--- src/rtl/mem_port_arbiter.sv ---
// rtl/mem_port_arbiter.sv - two-requester arbiter for a single-ported unified memory
module mem_port_arbiter #(
    parameter int ADDR_W  = 32,
    parameter int DATA_W  = 32,
    parameter int MEM_LAT = 1
) (
    input  logic              clk,
    input  logic              reset,
    input  logic              cpu_req,
    input  logic              cpu_we,
    input  logic [ADDR_W-1:0] cpu_addr,
    input  logic [DATA_W-1:0] cpu_wdata,
    output logic              cpu_ack,
    input  logic              ldr_req,
    input  logic              ldr_we,
    input  logic [ADDR_W-1:0] ldr_addr,
    input  logic [DATA_W-1:0] ldr_wdata,
    output logic              ldr_ack,
    input  logic              ldr_lock,
    output logic [DATA_W-1:0] rdata,
    output logic              mem_en,
    output logic              mem_we,
    output logic [ADDR_W-1:0] mem_addr,
    output logic [DATA_W-1:0] mem_wdata,
    input  logic [DATA_W-1:0] mem_rdata,
    output logic              busy
);

    typedef enum logic [1:0] {IDLE, ISSUE, WAIT, RESP} state_t;

    state_t      state;
    logic [3:0]  lat_cnt;
    logic        last;      // 1: loader was granted most recently
    logic        owner;     // 1: loader owns the current access
    logic        cmd_we;
    logic        grant_cpu;
    logic        grant_ldr;

    // The lock only vetoes the CPU; round-robin decides simultaneous requests.
    always_comb begin
        grant_cpu = 1'b0;
        grant_ldr = 1'b0;
        if (ldr_lock) begin
            grant_ldr = ldr_req;
        end else if (cpu_req && ldr_req) begin
            grant_cpu = last;
            grant_ldr = ~last;
        end else begin
            grant_cpu = cpu_req;
            grant_ldr = ldr_req;
        end
    end

    always_ff @(posedge clk or posedge reset) begin
        if (reset) begin
            state     <= IDLE;
            lat_cnt   <= 4'd0;
            last      <= 1'b1;
            owner     <= 1'b0;
            cmd_we    <= 1'b0;
            cpu_ack   <= 1'b0;
            ldr_ack   <= 1'b0;
            rdata     <= '0;
            mem_en    <= 1'b0;
            mem_we    <= 1'b0;
            mem_addr  <= '0;
            mem_wdata <= '0;
            busy      <= 1'b0;
        end else begin
            cpu_ack <= 1'b0;
            ldr_ack <= 1'b0;
            case (state)
                IDLE: begin
                    if (grant_cpu || grant_ldr) begin
                        owner     <= grant_ldr;
                        last      <= grant_ldr;
                        cmd_we    <= grant_ldr ? ldr_we : cpu_we;
                        mem_we    <= grant_ldr ? ldr_we : cpu_we;
                        mem_addr  <= grant_ldr ? ldr_addr : cpu_addr;
                        mem_wdata <= grant_ldr ? ldr_wdata : cpu_wdata;
                        mem_en    <= 1'b1;
                        busy      <= 1'b1;
                        state     <= ISSUE;
                    end
                end
                ISSUE: begin
                    mem_en  <= 1'b0;
                    mem_we  <= 1'b0;
                    lat_cnt <= 4'(MEM_LAT - 1);
                    state   <= WAIT;
                end
                WAIT: begin
                    // Writes wait out the same latency so every access takes equal time.
                    if (lat_cnt == 4'd0) begin
                        if (!cmd_we) begin
                            rdata <= mem_rdata;
                        end
                        cpu_ack <= ~owner;
                        ldr_ack <= owner;
                        state   <= RESP;
                    end else begin
                        lat_cnt <= lat_cnt - 4'd1;
                    end
                end
                RESP: begin
                    busy  <= 1'b0;
                    state <= IDLE;
                end
                default: state <= IDLE;
            endcase
        end
    end

endmodule

--- config.mk ---
export PLATFORM = sky130hd
export DESIGN_NAME = mem_port_arbiter
export DESIGN_NICKNAME = d
export VERILOG_FILES = /design/src/rtl/mem_port_arbiter.sv
export SDC_FILE = /design/constraint.sdc
export NUM_CORES = 1
export LEC_CHECK = 0
export ABC_AREA = 1
export CORE_ASPECT_RATIO = 2
export CORE_MARGIN = 3
export CORE_UTILIZATION = 37
export DETAILED_ROUTE_END_ITERATION = 8
export PLACE_DENSITY = 0.83
export SLEW_MARGIN = 25
export SYNTH_ARGS = -nofsm -noshare
export SYNTH_HDL_FRONTEND = slang
export SYNTH_SLANG_ARGS = --single-unit
--- constraint.sdc ---
create_clock -name clk -period 4 [get_ports clk]
set_clock_uncertainty 0.1 [all_clocks]
set_input_delay 0.8 -clock clk [delete_from_list [all_inputs] [get_ports clk]]
set_output_delay 0.8 -clock clk [all_outputs]
set_load 0.02 [all_outputs]
* Yosys cells after proc, flatten, opt, wreduce, memory -nomap -nowiden
Index checks and enable logic that the tools add are counted.
** Word-level totals
- Register bits :: 110
- Input bits :: 167
- Logic and storage cells :: 57
** Operators by class
- Add/subtract/negate cells :: 1
- Eq/ne operators :: 6
- Multiplexer cells :: 21
- Bitwise gates (word level) :: 3
- Reduce and logical (&&, ||, !) cells :: 13
** Operators with widths (count)
- 32-bit two-way mux :: 2
- 1-bit two-way mux :: 11
- 2-bit AND reduction :: 5
- 2-bit case mux with 4 select lines :: 1
- 4-bit case mux with 2 select lines :: 1
- 2-bit != test (second input constant) :: 3
- 1-bit case mux with 2 select lines :: 3
- 2-bit nonzero test :: 3
- 2-bit equality test (second input constant) :: 2
- 4-bit logical NOT :: 1
- 2-bit two-way mux :: 2
- 4-bit two-way mux :: 1
- 4-bit by 1-bit subtractor with 4-bit output (second input constant) :: 1
- 1-bit inverter :: 3
- 3-bit AND reduction :: 1
- 2-bit by 1-bit equality test with 1-bit output (second input constant) :: 1
- 2-bit logical NOT :: 1
- 1-bit logical AND :: 1
- 1-bit logical OR :: 1

* Depth between registers and ports, before layout
Gate-level depths: netlist (run 1).
- Depth in word-level cells :: 6
- Gate-level depth with buffers :: 9
- Depth with buffers taken out :: 8

* Worst setup path before layout (run 1)
No wires, ideal clock.
- Path type :: input port to flip-flop
- From :: in ldr_lock
- To :: reg busy
- Data arrival time :: 1.513 ns
- Path slack :: 2.268 ns
- Cell stages on the path :: 9
- Path buffers :: 2
- Cell sequence :: inv_1 > nand2_1 > nand2_2 > nand2_2 > inv_2 > buf_6 > buf_6 > o21ai_0 > inv_1
** Between the ends
- Word-level cells in the longest chain between the ends :: 4
** Ends and longest elaborated chain
- start, declared :: RTL line 19 : input logic ldr_lock,
- 1-bit two-way mux :: RTL line 43 : if (ldr_lock) begin
- 1-bit logical OR * :: RTL line 74 : if (grant_cpu || grant_ldr) begin
- 2-bit != test (no source line) *
- 2-bit AND reduction (no source line) *
- end signal, assigned :: RTL line 68 : busy <= 1'b0;
- end signal, assigned :: RTL line 82 : busy <= 1'b1;
- end signal, assigned :: RTL line 106 : busy <= 1'b0;
- end, declared :: RTL line 26 : output logic busy
Every way passes the cells marked *; elsewhere a longest branch is shown, timed or not.
A chain may end at the register's enable or synchronous reset.

* Worst setup path after layout (run 1)
- From :: in ldr_req
- To :: reg mem_addr[9]
** Between the ends
- Word-level cells in the longest chain between the ends :: 5
** Ends and longest elaborated chain
- start, declared :: RTL line 14 : input logic ldr_req,
- 1-bit logical AND :: RTL line 45 : end else if (cpu_req && ldr_req) begin
- 1-bit two-way mux :: RTL line 45
- 1-bit two-way mux :: RTL line 43
- 1-bit logical OR :: RTL line 74
- 2-bit AND reduction (no source line)
- end signal, assigned :: RTL line 79 : mem_addr <= grant_ldr ? ldr_addr : cpu_addr;
- end, declared :: RTL line 23 : output logic [ADDR_W-1:0] mem_addr,
Several ways; a longest one is shown, not always the timed one.

==> results of run 1 <==
==> registers in the layout, indices dropped and copies added, names as in the netlist <==
signal	cells
cmd_we	1
lat_cnt	4
cpu_ack	1
ldr_ack	1
rdata	32
last	1
mem_addr	32
mem_en	1
mem_wdata	32
mem_we	1
owner	1
state	2
busy	1
==> stage by stage <==
stage               utilization  worst slack [ps]
floorplan                     -               199
global placement          0.576              1240
detailed placement        0.576              1180
CTS                       0.598              1540
global route              0.598              1410
finish                    0.598              1550
==> cells in the final DEF, fill, tap and decap left out, types with 6 or more instances in the layout <==
master,netlist,routed
nand2_1,275,274
clkdlybuf4s50_1,0,267
dfrtp_1,109,109
inv_1,77,76
nor2_1,71,71
o21ai_1,60,60
o21ai_0,44,44
clkbuf_16,0,9
nand3_1,7,7
ha_1,6,6
==> worst max-delay path, cell delays in order <==
cell             delay (ps)
clkdlybuf4s50_1         600
inv_2                    80
nand2_2                  80
nand2_2                  60
inv_2                   460
buf_12                  280
nand2_1                  70
o21ai_1                 140
==> layer usage <==
layer	share of wire	global-route usage	routed length, um
met5	0	0	0
met4	0.032	0.0756	523
met3	0.069	0.0519	1110
met2	0.55	0.384	8780
met1	0.35	0.208	5690
==> cell families after synthesis <==
| group | Yosys count | synth area share |
|---|---|---|
| compound gates | 107 | 0.102 |
| buf+inv | 117 | 0.107 |
| flops | 110 | 0.518 |
| xor+xnor | 1 | 0.00165 |
| simple gates | 357 | 0.257 |
| fa+ha+maj | 6 | 0.0141 |
==> power groups by stage <==
stage	Combinational [mW]	Clock, mW	Sequential, mW
finish	3.06	0.899	1.94
detailed placement	3.10	0	1.95
floorplan	1.04	0	2.54
global placement	3.03	0	1.93
CTS	3.11	0.929	1.94
global route	3.33	0.964	2.01
==> area by class of cell <==
| type | instances | share of cell area |
|---|---|---|
| Tap cell | 189 | 0.0283 |
| Multi-Input combinational cell | 471 | 0.240 |
| Clock inverter | 6 | 0.00750 |
| Inverter | 80 | 0.0363 |
| Timing Repair Buffer | 274 | 0.330 |
| Clock buffer | 10 | 0.0286 |
| Sequential cell | 110 | 0.330 |
==> worst max path at each step <==
stage          slack (ps)     from            to  cells after the start
5_1_grt              1410  cpu_req  mem_addr[29]                      6
6_report             1550  ldr_req   mem_addr[9]                      8
2_1_floorplan         200    reset          busy                      1
3_5_place_dp         1180  ldr_req   mem_addr[9]                      8
3_3_place_gp         1240  cpu_req  mem_addr[29]                      6
4_1_cts              1540  ldr_req   mem_addr[9]                      8
==> qor.yml, run 1 <==
outcome:
  outcome: "complete, no violations"
clocking:
  cts_hold_buf: 0
  clockBufferDepth: 2
  root_buffer: "clkbuf_16"
  h-tree-depth: 3
  cts_setup_buffers: 0
  cts.clk_slew.worst_paths_ps: 80
  cts_resized: 0
  clk_latency_ps: 340
  tritoncts: "built"
  cts_sinks: 110
  cts_buffers: 9
min_path:
  min_path_type: "flop to flop"
  hold_path_end: "last"
  min_from: "last"
  worstHoldPathCells: 2
cells_and_area:
  final_cells: 1140
  final_nets: 1119
  drive_above_1_share: 0.0347
  antennaDiodeCount: 0
  syn2layout_area_growth_pct: 56.9
  multi_input_area_sq_um: 2000
  final.fill_count: 1221
  seqCellArea_sq_um: 2750
  design_area_sq_um: 8350
global_routing:
  grt_pass1_wl_mm: 26.0
  grt.total_usage: 0.202
  grt_start_max_net_pins: 68
  grt_pass1_vias: 5321
  antenna_found_initial: 0
  grt_overflow: 0
detailed_routing:
  routed_via_density: 4.62
  drt_wl_total_mm: 16.1
  vias: 5268
  first_iter_violations: 170
  wl_per_cell_um: 14.1
  dr.pass1.iters: 5
  ant_nets: 0
  drc: 0
die:
  start_util: 0.381
  die_y_um: 176
  num_io_pins: 268
  coreArea_sq_um: 14000
  dieArea_sq_um: 15900
  die_width_um: 90.8
  rows: 61
timing:
  worst_pin_slew_ps: 786
  setup_tns_ps: 0
  relSlewSlack: 0.476
  fin_crit_sh: 0.612
  max_freq_mhz: 409
  hold_viol: 0
  setup_violations: 0
  slew_viol_final: 0
  min_period_ps: 2450
  holdWs_ps: 364
  rsz0062_at_grt: "no"
synth:
  synth_common_cells: "nand2_1 (275), dfrtp_1 (109), inv_1 (77)"
  synth_most_common_cell: "nand2_1"
  yosysTopAreaCell: "dfrtp_1"
  syn_nets: 871
  yosys-top-cells-area: "dfrtp_1 (51%), nand2_1 (19%), o21ai_1 (5.6%)"
  avgSynthCellArea_sq_um: 7.62
  synth_cell_types: 21
  ys_ff_latch: 110
  yosysTopAreaCellShare: 0.513
  synth_async_sr_flop_share: 1.00
  synthFlopType: "dfrtp_1"
  synth_area_sq_um: 5320
  ys_seq_area_frac: 0.518
  synth_enable_flop_cells: 0
  syn-instance-count: 698
  yosys_warnings: 0
setup_path:
  endpoint_kind: "flop"
  worstSetupStartpointType: "input pin"
  worstPathArrival_ps: 2610
  r2r-start: "state[0]"
  r2r_slack_ps: 1860
  critPathKind: "input pin to flop"
  worst-r2r-cell-count: 6
  crit_fanout: 37
  timing.rr.end: "rdata[29]"
  cp.required_ps: 4160
placement:
  placedCellCount: 1124
  hpwl_mm: 12.2
  gp_congestion: 0.835
  dpl_cell_area_sq_um: 8040
  numPortBuffers: 267
pwr:
  power_frac_clock: 0.152
  p_seq_frac: 0.328
  p_per_area_nw_per_um2: 707
  p_switching_mw: 2.43
  intPower_mw: 3.47
  cellLeakagePower_nw: 3.99
  sw_frac_of_total: 0.413
  ir_worst_vdd_uv: 270
  total_power_mw: 5.90
  combPwrFrac: 0.519
flow_run:
  cap_viol_max_count: 0
Power figures use the tool's default switching activity.
==> inputs of run 2 (changes only) <==
CORE_UTILIZATION = 41   (was 37)
PLACE_DENSITY = 0.87   (was 0.83)
clock period = 2.4 ns   (was 4 ns; I/O delays follow)
==> run 2 against run 1 <==
Against the previous run:
- flip-flop and latch count stayed put
- clock-buffer cell count is 1 lower
- critical path depth is 7 lower
- register-to-register slack worse by 1200 ps
- cell count is 3.0% lower
- critical path type is now flop to primary output
==> qor.yml, run 2 (same netlist as run 1, synthesis figures left out) <==
die:
  die_y_um: 167  # -4.8%
  start_util: 0.421  # +0.0404
  dieArea_sq_um: 14500  # -9.3%
  coreArea_sq_um: 12600  # -9.6%
  rows: 58  # -4.9%
  die_width_um: 86.5  # -4.7%
  num_io_pins: 268  # unchanged
pwr:
  power_frac_clock: 0.157  # +0.005
  intPower_mw: 5.92  # +71%
  cellLeakagePower_nw: 4.03  # +0.97%
  p_switching_mw: 4.07  # +67%
  p_seq_frac: 0.322  # -0.006
  combPwrFrac: 0.521  # +0.002
  ir_worst_vdd_uv: 834  # +210%
  p_per_area_nw_per_um2: 1190  # +68%
  sw_frac_of_total: 0.407  # -0.00505
setup_path:
  slowest_delay_ps: 650  # +50 ps
  worstPathCellList: "clkdlybuf4s50_1"
  r2r-start: "lat_cnt[0]"
  startpoint: "mem_addr[29]"
  cp.required_ps: 1820  # -2340 ps
  cp_top_family: "buffers and inverters"
  worstSetupStartpointType: "flop"
  critPathKind: "flop to primary output"
  crit_fanout: 2  # -95%
  endpoint_kind: "primary output"
  cpMaxStageDelayCell: "clkdlybuf4s50_1"
  crit_buf_inv: 1  # -3
  worstPathArrival_ps: 1360  # -1250 ps
timing:
  slew_viol_final: 0  # unchanged
  fin_crit_sh: 0.809
  rsz0062_at_grt: "no"
  hold_viol: 0  # unchanged
  relSlewSlack: 0.719  # +0.242
  worst_pin_slew_ps: 418  # -368 ps
  min_period_ps: 1940
  setup_tns_ps: 0  # unchanged
  max_freq_mhz: 515
  setup_violations: 0  # unchanged
global_routing:
  antenna_found_initial: 0  # unchanged
  grt_pass1_wl_mm: 25.9  # -0.27%
  grt_overflow: 0  # unchanged
  grt_start_max_net_pins: 67  # -1.5%
  grt_pass1_vias: 5150  # -3.2%
  grt.total_usage: 0.225  # +0.0239
cells_and_area:
  final_nets: 1124  # +0.45%
  mostFrequentLayoutCells: "nand2_1 (274), clkdlybuf4s50_1 (267), dfrtp_1 (109), inv_1 (76), nor2_1 (71)"
  drive_above_1_share: 0.0397  # +0.00505
  final_common_cell: "nand2_1"
  syn2layout_area_growth_pct: 57.9
  antennaDiodeCount: 0  # unchanged
  design_area_sq_um: 8400  # +0.63%
  top_regs: "mem_addr: 32 flops, mem_wdata: 32 flops, rdata: 32 flops"
placement:
  hpwl_mm: 12.1  # -0.83%
  dpl_cell_area_sq_um: 8080  # +0.50%
  numPortBuffers: 267  # unchanged
  gp_congestion: 0.872  # +4.4%
detailed_routing:
  routed_via_density: 4.80  # +3.9%
  top_layer: "met4"
  ant_nets: 0  # unchanged
  wl_per_cell_um: 14.6  # +3.7%
  wl_met3_um: 930  # -16%
  first_iter_violations: 271  # +59%
  wirelength_met1_mm: 6.01  # +5.5%
  drc: 0  # unchanged
  wl_met2_mm: 8.65  # -1.5%
  dr.pass1.iters: 5  # unchanged
  vias: 5312  # +0.84%
  drt_wl_total_mm: 16.2  # +0.62%
clocking:
  root_buffer: "clkbuf_16"
  tritoncts: "built"
  cts_sinks: 110  # unchanged
  clk_latency_ps: 340  # about the same
  cts_hold_buf: 0  # unchanged
  cts.clk_slew.worst_paths_ps: 80  # about the same
  h-tree-depth: 3  # unchanged
  cts_resized: 0  # unchanged
  cts_buffers: 9  # unchanged
  cts_setup_buffers: 0  # unchanged
  clockBufferDepth: 2  # unchanged
flow_run:
  cap_viol_max_count: 0  # unchanged
min_path:
  min_path_type: "input pin to async pin"
outcome:
  outcome: "complete, no violations"
## run 2: changes by cell type in the layout (fill, tap and decap cells not counted), sizes merged
cell      previous run  this run
bufinv               0         1
clkinvlp             0         2
clkinv               2         1
inv                 84        83
buf                  7        12
clkbuf              10         9
## run 2: power groups by stage
stage          Combinational, mW  Clock [mW]  Sequential, mW
2_1_floorplan               1.73           0            4.23
3_3_place_gp                5.15           0            3.20
3_5_place_dp                5.25           0            3.24
4_1_cts                     5.27        1.60            3.22
5_1_grt                     5.66        1.68            3.32
6_report                    5.21        1.57            3.21
## run 2: through the flow
stage / hold slack [ps] / cells / power [mW] / worst slack (ps) / util
4_1_cts: 315 / 1106 / 10.1 / 437 / 0.665
5_1_grt: 319 / 1106 / 10.7 / 422 / 0.665
6_report: 329 / 1106 / 9.99 / 459 / 0.665
3_5_place_dp: 322 / 1090 / 8.49 / 323 / 0.640
3_3_place_gp: 306 / 1090 / 8.35 / 382 / 0.640
2_1_floorplan: 303 / 698 / 5.96 / 491 / -
## run 2: routing by layer
metal  track usage  up-vias
met3        0.0396       38
met1         0.260     2447
met5             0        -
li1              -     2615
met4        0.0957        0
met2         0.399      212
## run 2: worst paths after layout
kind | to | slack (ps) | cells past startpoint
setup / recovery | mem_addr[29] | 460 | 1
hold / removal | mem_wdata[6] | 330 | 2
setup reg to reg | rdata[26] | 700 | 9
hold reg to reg | cpu_ack | 340 | 1
max in group asynchronous | last | 1300 | 3
min in group clk | cpu_ack | 340 | 1
## run 2: cell type report
cell class / instances / area, sq um
sequential: 110 / 2750
fill: 1031 / 4230
inverter: 80 / 304
clock inverter: 7 / 88.8
multi-input combinational: 471 / 2000
tap: 150 / 188
timing repair buffer: 279 / 2840
clock buffer: 9 / 225
==> inputs of run 3 (changes only) <==
CORE_UTILIZATION = 37   (was 41)
PLACE_DENSITY = 0.83   (was 0.87)
clock period = 1.7 ns   (was 2.4 ns; I/O delays follow)
==> run 3 against run 2 <==
Against the previous run:
- global-route usage fell by 1.5 points
- register-to-register slack lost 660 ps
- sequential power increased by 40%
- final area up 3.1%
- sequential share of layout area decreased by 0.99 points
- critical path depth grew 8
- clock-buffer cell count unchanged
- hold slack got worse by 130 ps
- via count is 2.4% higher
- non-clock buffer count grew 22
- first-iteration DRC count shrank 40%
- critical endpoint is now rdata[10]
==> qor.yml, run 3 (same netlist as run 1, synthesis figures left out) <==
global_routing:
  grt_start_max_net_pins: 47  # -30%
  grt.total_usage: 0.211  # -0.0150
  grt_overflow: 0  # unchanged
  grt_pass1_vias: 5271  # +2.3%
  antenna_found_initial: 1  # +1
  grt_pass1_wl_mm: 26.6  # +2.8%
cells_and_area:
  drive_above_1_share: 0.0695  # +0.0298
  top_regs: "mem_addr: 32 flops, mem_wdata: 32 flops, rdata: 32 flops"
  mostFrequentLayoutCells: "nand2_1 (274), clkdlybuf4s50_1 (166), dfrtp_1 (109), dlygate4sd2_1 (101), inv_1 (72)"
  final_core_util: 0.620  # -0.0451
  design_area_sq_um: 8660  # +3.1%
  syn2layout_area_growth_pct: 62.8
  antennaDiodeCount: 0  # unchanged
  final.fill_count: 1188  # +15%
  final_common_cell: "nand2_1"
  multi_input_area_sq_um: 2050  # +2.4%
  seqCellArea_sq_um: 2750  # unchanged
  final_nets: 1146  # +2.0%
die:
  num_io_pins: 268  # unchanged
  die_y_um: 176  # +5.1%
  coreArea_sq_um: 14000  # +11%
  die_width_um: 90.8  # +4.9%
  dieArea_sq_um: 15900  # +10%
  start_util: 0.381  # -0.0404
  rows: 61  # +5.2%
timing:
  slew_viol_final: 0  # unchanged
  max_freq_mhz: 601
  hold_viol: 0  # unchanged
  min_period_ps: 1660
  worst_pin_slew_ps: 339  # -78.3 ps
  holdWs_ps: 197  # -133 ps
  relSlewSlack: 0.773  # +0.0547
  fin_crit_sh: 0.978
  setup_violations: 0  # unchanged
min_path:
  min_path_type: "input pin to async pin"
detailed_routing:
  ant_nets: 0  # unchanged
  wl_per_cell_um: 15.4  # +5.0%
  routed_via_density: 4.66  # -3.0%
  first_iter_violations: 163  # -40%
  drc: 0  # unchanged
  dr.pass1.iters: 4  # -1
  drt_wl_total_mm: 18.0  # +11%
  vias: 5437  # +2.4%
setup_path:
  r2r-start: "lat_cnt[1]"
  crit_fanout: 8  # +6
  cp_top_family: "simple AND/OR/NAND/NOR gates"
  endpoint_kind: "flop"
  worstPathCellList: "inv_2 > ha_4 > nand3_4 > inv_2 > nand2_8 > nor2_4 > clkbuf_16 > nand2_1 > nand2_1"
  cp.required_ps: 1890  # +70 ps
  worstSetupStartpointType: "flop"
  startpoint: "lat_cnt[1]"
  slowest_delay_ps: 380  # -270 ps
  worstPathArrival_ps: 1850  # +490 ps
  cpMaxStageDelayCell: "dfrtp_1"
  critPathKind: "flop to flop"
  crit_buf_inv: 3  # +2
clocking:
  h-tree-depth: 3  # unchanged
  root_buffer: "clkbuf_16"
  cts_buffers: 9  # unchanged
  clk_latency_ps: 350  # about the same
  clockBufferDepth: 2  # unchanged
  tritoncts: "built"
  cts_sinks: 110  # unchanged
  cts.clk_slew.worst_paths_ps: 80  # about the same
  cts_hold_buf: 0  # unchanged
placement:
  dpl_cell_area_sq_um: 8310  # +2.7%
  gp_congestion: 0.865  # -0.86%
  numPortBuffers: 267  # unchanged
  hpwl_mm: 13.1  # +8.6%
pwr:
  p_per_area_nw_per_um2: 1600  # +35%
  cellLeakagePower_nw: 4.42  # +9.7%
  ir_worst_vdd_uv: 700  # -16%
flow_run:
  cap_viol_max_count: 0  # unchanged
outcome:
  outcome: "complete, no violations"
[run 3: cell count changes in the layout (fill, tap and decap cells not counted), moves of 4 or more]
cell,previous run,this run
inv_1,76,72
clkdlybuf4s50_1,267,166
dlygate4sd2_1,0,101
buf_12,6,13
buf_4,6,17
[run 3: final cells by class]
class	instances	area share
clock buffers	9	0.0260
clock inverters	7	0.00780
inverters	80	0.0354
multi-input cells	471	0.237
flip-flops and latches	110	0.318
well taps	189	0.0273
repair buffers	301	0.349
[run 3: where the power goes]
group | switching (mW) | internal (mW)
Sequential | 0.637 | 3.88
Clock | 1.06 | 1.03
Combinational | 4.32 | 2.96
Total | 6.01 | 7.87
[run 3: timing repair]
action / CTS / global route
setup buffers: 0 / 5
resized for setup: 101 / 15
cloned: 0 / 4
endpoints found under the setup margin: 101 / 45
pin swaps: 0 / 3
[run 3: path summary, 6_finish.rpt]
check | slack, ps | cells after the start | endpoint
max reg2reg | 40 | 9 | rdata[10]
max | 40 | 9 | rdata[10]
min in group clk | 330 | 1 | cpu_ack
min reg2reg | 330 | 1 | cpu_ack
min | 200 | 2 | rdata[27]
max in group asynchronous | 750 | 3 | mem_addr[25]
[run 3: stage by stage]
| stage | TNS (ps) | power, mW | cells | setup slack, ps |
|---|---|---|---|---|
| floorplan | -7480 | 8.41 | 698 | -68.7 |
| detailed placement | -4770 | 12.3 | 1142 | -120 |
| CTS | 0 | 13.5 | 1158 | 41.2 |
| finish | 0 | 13.9 | 1167 | 36.8 |
| global placement | -2140 | 12.1 | 1142 | -77.8 |
| global route | -577 | 14.8 | 1167 | -46.9 |
[run 3: metal layers]
layer	GRT usage	up-vias	part of all wire
li1	-	2666	-
met1	0.212	2513	0.33
met2	0.395	211	0.56
met3	0.0562	45	0.063
met4	0.0995	2	0.043
met5	0	-	0.00072
